File: src/rtl/is_uart_tx_framer.sv
// is_uart_tx_framer: UART transmit framer, start/data(LSB first)/parity/stop on a registered txd_o,
// with debug injection of parity and framing errors latched per frame.
module is_uart_tx_framer #(
  parameter int CLK_HZ     = 100_000_000,
  parameter int BAUD_RATE  = 115200,
  parameter int DATA_W     = 8,
  parameter int PARITY_EN  = 1,
  parameter int PARITY_ODD = 0,
  parameter int STOP_BITS  = 1
) (
  input  logic              clk_i,
  input  logic              rstn_i,
  input  logic              tx_valid_i,
  input  logic [DATA_W-1:0] tx_data_i,
  input  logic              tx_par_err_i,
  input  logic              tx_frt_err_i,
  output logic              tx_ready_o,
  output logic              txd_o,
  output logic              tx_busy_o,
  output logic              tx_done_o
);
  localparam int BAUD_DIV = CLK_HZ / BAUD_RATE;
  localparam int CW = BAUD_DIV > 2 ? $clog2(BAUD_DIV) : 1;

  if (BAUD_DIV < 2) begin : g_div_chk
    $error("is_uart_tx_framer: BAUD_DIV must be at least 2");
  end
  if (STOP_BITS != 1 && STOP_BITS != 2) begin : g_stop_chk
    $error("is_uart_tx_framer: STOP_BITS must be 1 or 2");
  end
  if (DATA_W < 5 || DATA_W > 9) begin : g_width_chk
    $error("is_uart_tx_framer: DATA_W must be 5..9");
  end

  typedef enum logic [2:0] {IDLE, START, DATA, PARITY, STOP} state_t;

  state_t            state, state_nxt;
  logic [CW-1:0]     cnt, cnt_nxt;
  logic [3:0]        idx, idx_nxt;
  logic [DATA_W-1:0] sh, sh_nxt;
  logic              par, par_nxt, frt, frt_nxt, txd_nxt;
  logic              tick, accept, data_last, stop_last;

  assign tick      = cnt == CW'(BAUD_DIV - 1);
  assign accept    = state == IDLE && tx_valid_i;
  assign data_last = idx == 4'(DATA_W - 1);
  assign stop_last = idx == 4'(STOP_BITS - 1);

  always_ff @(posedge clk_i or negedge rstn_i) begin
    if (!rstn_i) begin
      state <= IDLE;
      cnt   <= '0;
      idx   <= '0;
      sh    <= '0;
      par   <= 1'b0;
      frt   <= 1'b0;
      txd_o <= 1'b1;
    end else begin
      state <= state_nxt;
      cnt   <= cnt_nxt;
      idx   <= idx_nxt;
      sh    <= sh_nxt;
      par   <= par_nxt;
      frt   <= frt_nxt;
      txd_o <= txd_nxt;
    end
  end

  always_comb begin
    state_nxt = state;
    case (state)
      IDLE:    state_nxt = tx_valid_i ? START : IDLE;
      START:   state_nxt = tick ? DATA : START;
      DATA:    state_nxt = tick && data_last ? (PARITY_EN != 0 ? PARITY : STOP) : DATA;
      PARITY:  state_nxt = tick ? STOP : PARITY;
      STOP:    state_nxt = tick && stop_last ? IDLE : STOP;
      default: state_nxt = IDLE;
    endcase
    cnt_nxt = (state == IDLE || tick) ? '0 : cnt + 1'b1;
    idx_nxt = state != state_nxt ? '0 : tick ? idx + 1'b1 : idx;
    sh_nxt  = accept ? tx_data_i : (state == DATA && tick) ? sh >> 1 : sh;
    par_nxt = accept ? (^tx_data_i) ^ 1'(PARITY_ODD) ^ tx_par_err_i : par;
    frt_nxt = accept ? tx_frt_err_i : frt;
  end

  // txd_o is registered, so the line value is chosen from the state being entered
  always_comb begin
    txd_nxt    = state_nxt == START  ? 1'b0 :
                 state_nxt == DATA   ? sh_nxt[0] :
                 state_nxt == PARITY ? par :
                 state_nxt == STOP   ? ~frt : 1'b1;
    tx_ready_o = state == IDLE;
    tx_busy_o  = state != IDLE;
    tx_done_o  = state == STOP && tick && stop_last;
  end
endmodule

File: config.mk
export PLATFORM = sky130hd
export DESIGN_NAME = is_uart_tx_framer
export DESIGN_NICKNAME = d
export VERILOG_FILES = /design/src/rtl/is_uart_tx_framer.sv
export SDC_FILE = /design/constraint.sdc
export NUM_CORES = 1
export LEC_CHECK = 0
export ABC_AREA = 1
export CAP_MARGIN = 20
export CORE_ASPECT_RATIO = 0.8
export CORE_UTILIZATION = 50
export DETAILED_ROUTE_END_ITERATION = 10
export GPL_TIMING_DRIVEN = 0
export PLACE_DENSITY = 0.83
export SKIP_CTS_REPAIR_TIMING = 1
export SYNTH_ARGS = -nofsm -noshare
export SYNTH_HDL_FRONTEND = slang
export SYNTH_SLANG_ARGS = --single-unit
File: constraint.sdc
create_clock -name clk_i -period 2.1 [get_ports clk_i]
set_input_delay 0.42 -clock clk_i [delete_from_list [all_inputs] [get_ports clk_i]]
set_output_delay 0.42 -clock clk_i [all_outputs]
set_load 0.005 [all_outputs]
==> run_results.csv <==
group,metric,value,unit
outcome,outcome,"complete, no violations",
routing,dr.pass1.iters,4,
power,ir_drop,0.000211,V
finish,stdcell_area,1960,um^2
logic_synthesis,netlist.area_leader.share,41.3,%
finish,nets,247,
global_route,grt_pass1_vias,1317,
critical_path,cp_max_fo,10,
logic_synthesis,synth_common_cells,"50 x nand2_1, 27 x dfrtp_1, 23 x nand3_1",
finish,area_delta_synth_final,19.9,%
placed_design,place_ws,-0.0297,ns
critical_path,worstPathRequired,1.68,ns
placed_design,io_buffer_count,16,
logic_synthesis,synth.largest_area_cell,"dfrtp_1",
finish,layout-drive-gt1-share,14.8,%
die,ios,17,
finish,finish.utilization,63.2,%
logic_synthesis,synth_edf_count,0,
critical_path,worstPathArrival,1.59,ns
clock_network,clock-sinks,28,
timing,slew_violations,0,
logic_synthesis,ys.flop_type,"dfrtp_1",
clock_network,insertion_delay,0.27,ns
timing,finalHoldViolations,0,
routing,routed_wl,3.12,mm
power,p_total,933,uW
routing,wl_per_cell,11.6,um
die,start_util,52.7,%
logic_synthesis,synth.avg_cell_area,7.95,um^2
global_route,gr-total-overflow,0,
timing,period_needed,2.01,ns
global_route,antenna_found_initial,0,
global_route,grt_usage,20.8,%
timing,worst_slack,0.0850,ns
die,dieHeight,53.2,um
die,placementRows,18,
timing,fin_tns_setup,0,ns
timing,tightest_slew,0.649,ns
timing,slew_headroom,56.6,%
logic_synthesis,synthTopCellsByArea,"dfrtp_1 41%, nand2_1 11%, nand3_1 7.0%, inv_1 4.8%, nor2_1 4.8%",
job,maxCapViolations,0,
global_route,grt_pass1_wl,5.45,mm
power,leakage,0.911,nW
global_route,grt_max_degree,18,
logic_synthesis,synth_cells,206,
routing,remaining_drc_errors,0,
routing,routed_via_density,4.97,
clock_network,clock-root-buffer,"clkbuf_8",
die,core,3110,um^2
timing,fmax,496,MHz
timing,period_share,96.0,%
logic_synthesis,ys_ff_latch,28,
routing,vias,1341,
logic_synthesis,seq_area_frac_synth,42.9,%
placed_design,place_congestion,0.794,
die,die-area,3510,um^2
logic_synthesis,syn_area,1640,um^2
logic_synthesis,synth_warnings,0,
clock_network,cts_tree,"done",
timing,final.setup_skew,0.00499,ns
routing,drtIter0Drc,34,
power,p_per_area,475,nW/um^2
clock_network,cts_buffers,3,
finish,antennaDiodeCount,0,
clock_network,cts_max_level,1,
critical_path,cp-end-kind,"output pin",
critical_path,crit_type,"flip-flop to output pin",
placed_design,hpwlAfterDp,2.48,mm
placed_design,placed_cell_area,1880,um^2
die,die_w,66.0,um
logic_synthesis,yosysUniqueCellTypes,31,
critical_path,start_kind,"flip-flop",
timing,finalSetupViolCount,0,
clock_network,cts_buffer_depth,2,
logic_synthesis,syn-num-nets,222,
clock_network,clkTransAtPathRegs,0.09,ns
logic_synthesis,async_reset_ff_share,100,%
logic_synthesis,synth_most_common_cell,"nand2_1",
routing,ant_nets,0,
worst_hold_path,hold_class,"flip-flop to flip-flop",
-- power breakdown --
group / total (mW) / switching [mW] / internal (mW)
combinational: 0.0683 / 0.0300 / 0.0383
sequential: 0.539 / 0 / 0.539
clock: 0.326 / 0.158 / 0.168
total: 0.933 / 0.188 / 0.745
-- path summary, 6_finish.rpt --
path | slack [ns] | to | depth (start not counted) | start
hold reg to reg | 0.50 | frt$_DFFE_PN0P_ | 2 | frt$_DFFE_PN0P_
max in group asynchronous | 0.97 | txd_o$_DFF_PN1_ | 2 | rstn_i
setup reg to reg | 0.30 | txd_o$_DFF_PN1_ | 13 | cnt[0]$_DFF_PN0_
hold / removal | 0.50 | frt$_DFFE_PN0P_ | 2 | frt$_DFFE_PN0P_
min in group asynchronous | 0.54 | sh[4]$_DFFE_PN0P_ | 1 | rstn_i
setup / recovery | 0.09 | tx_done_o | 7 | cnt[0]$_DFF_PN0_
-- layout make-up --
cell class                      count  area, um^2
Fill cell                         292        1140
Multi-Input combinational cell    149         821
Sequential cell                    28         702
Timing Repair Buffer               20         213
Inverter                           27         106
Clock buffer                        4        55.1
Tap cell                           40        50.0
Buffer                              2        16.3
-- per-layer routing --
metal	share of wire, %	vias up	global-route usage (%)
met5	0	-	0
met4	1.2	0	8.51
met3	2.7	4	1.94
met2	48	31	36.2
met1	48	602	26.6
li1	-	704	-
-- worst max-delay path: stages (launching register included) --
cell,delay (ns)
dfrtp_1,0.41
ha_2,0.21
nand2_1,0.08
nor2_4,0.10
nand3_2,0.10
buf_6,0.17
nor3_1,0.12
dlymetal6s2s_1,0.14
-- placed cells by master (no fill, tap or decap), drive strengths merged --
master	n
buf	6
nand4	4
dfstp	1
clkdlybuf4s50	15
inv	25
dfrtp	27
ha	3
xnor2	4
nor3	7
o21bai	2
a21oi	5
o21ai	4
clkbuf	4
nor3b	2
o211ai	3
nor2	24
dlymetal6s2s	1
xor2	7
nand3b	2
clkinv	2
or2	2
nand2	55
nand3	25
-- cells by family after synthesis --
family | after synthesis | share of synthesized area, %
buffers and inverters | 29 | 7.49
adders and majority gates | 3 | 2.29
xor gates and xnor gates | 11 | 5.88
and+or+nand+nor | 121 | 35.1
AOI/OAI and AO/OA | 14 | 6.42
DFF | 28 | 42.9
-- metrics by stage --
step	std cells	hold WS [ns]
after global placement	262	0.470
after floorplan	206	0.124
after global routing	270	0.545
final	270	0.505
after detailed placement	263	0.488
after CTS	267	0.511
-- sequential cells by signal (all words and copies together), names as in the netlist --
register,flops
state,3
txd_o,1
frt,1
cnt,10
par,1
idx,4
sh,8
No activity file was read; power rests on OpenSTA's default activity.
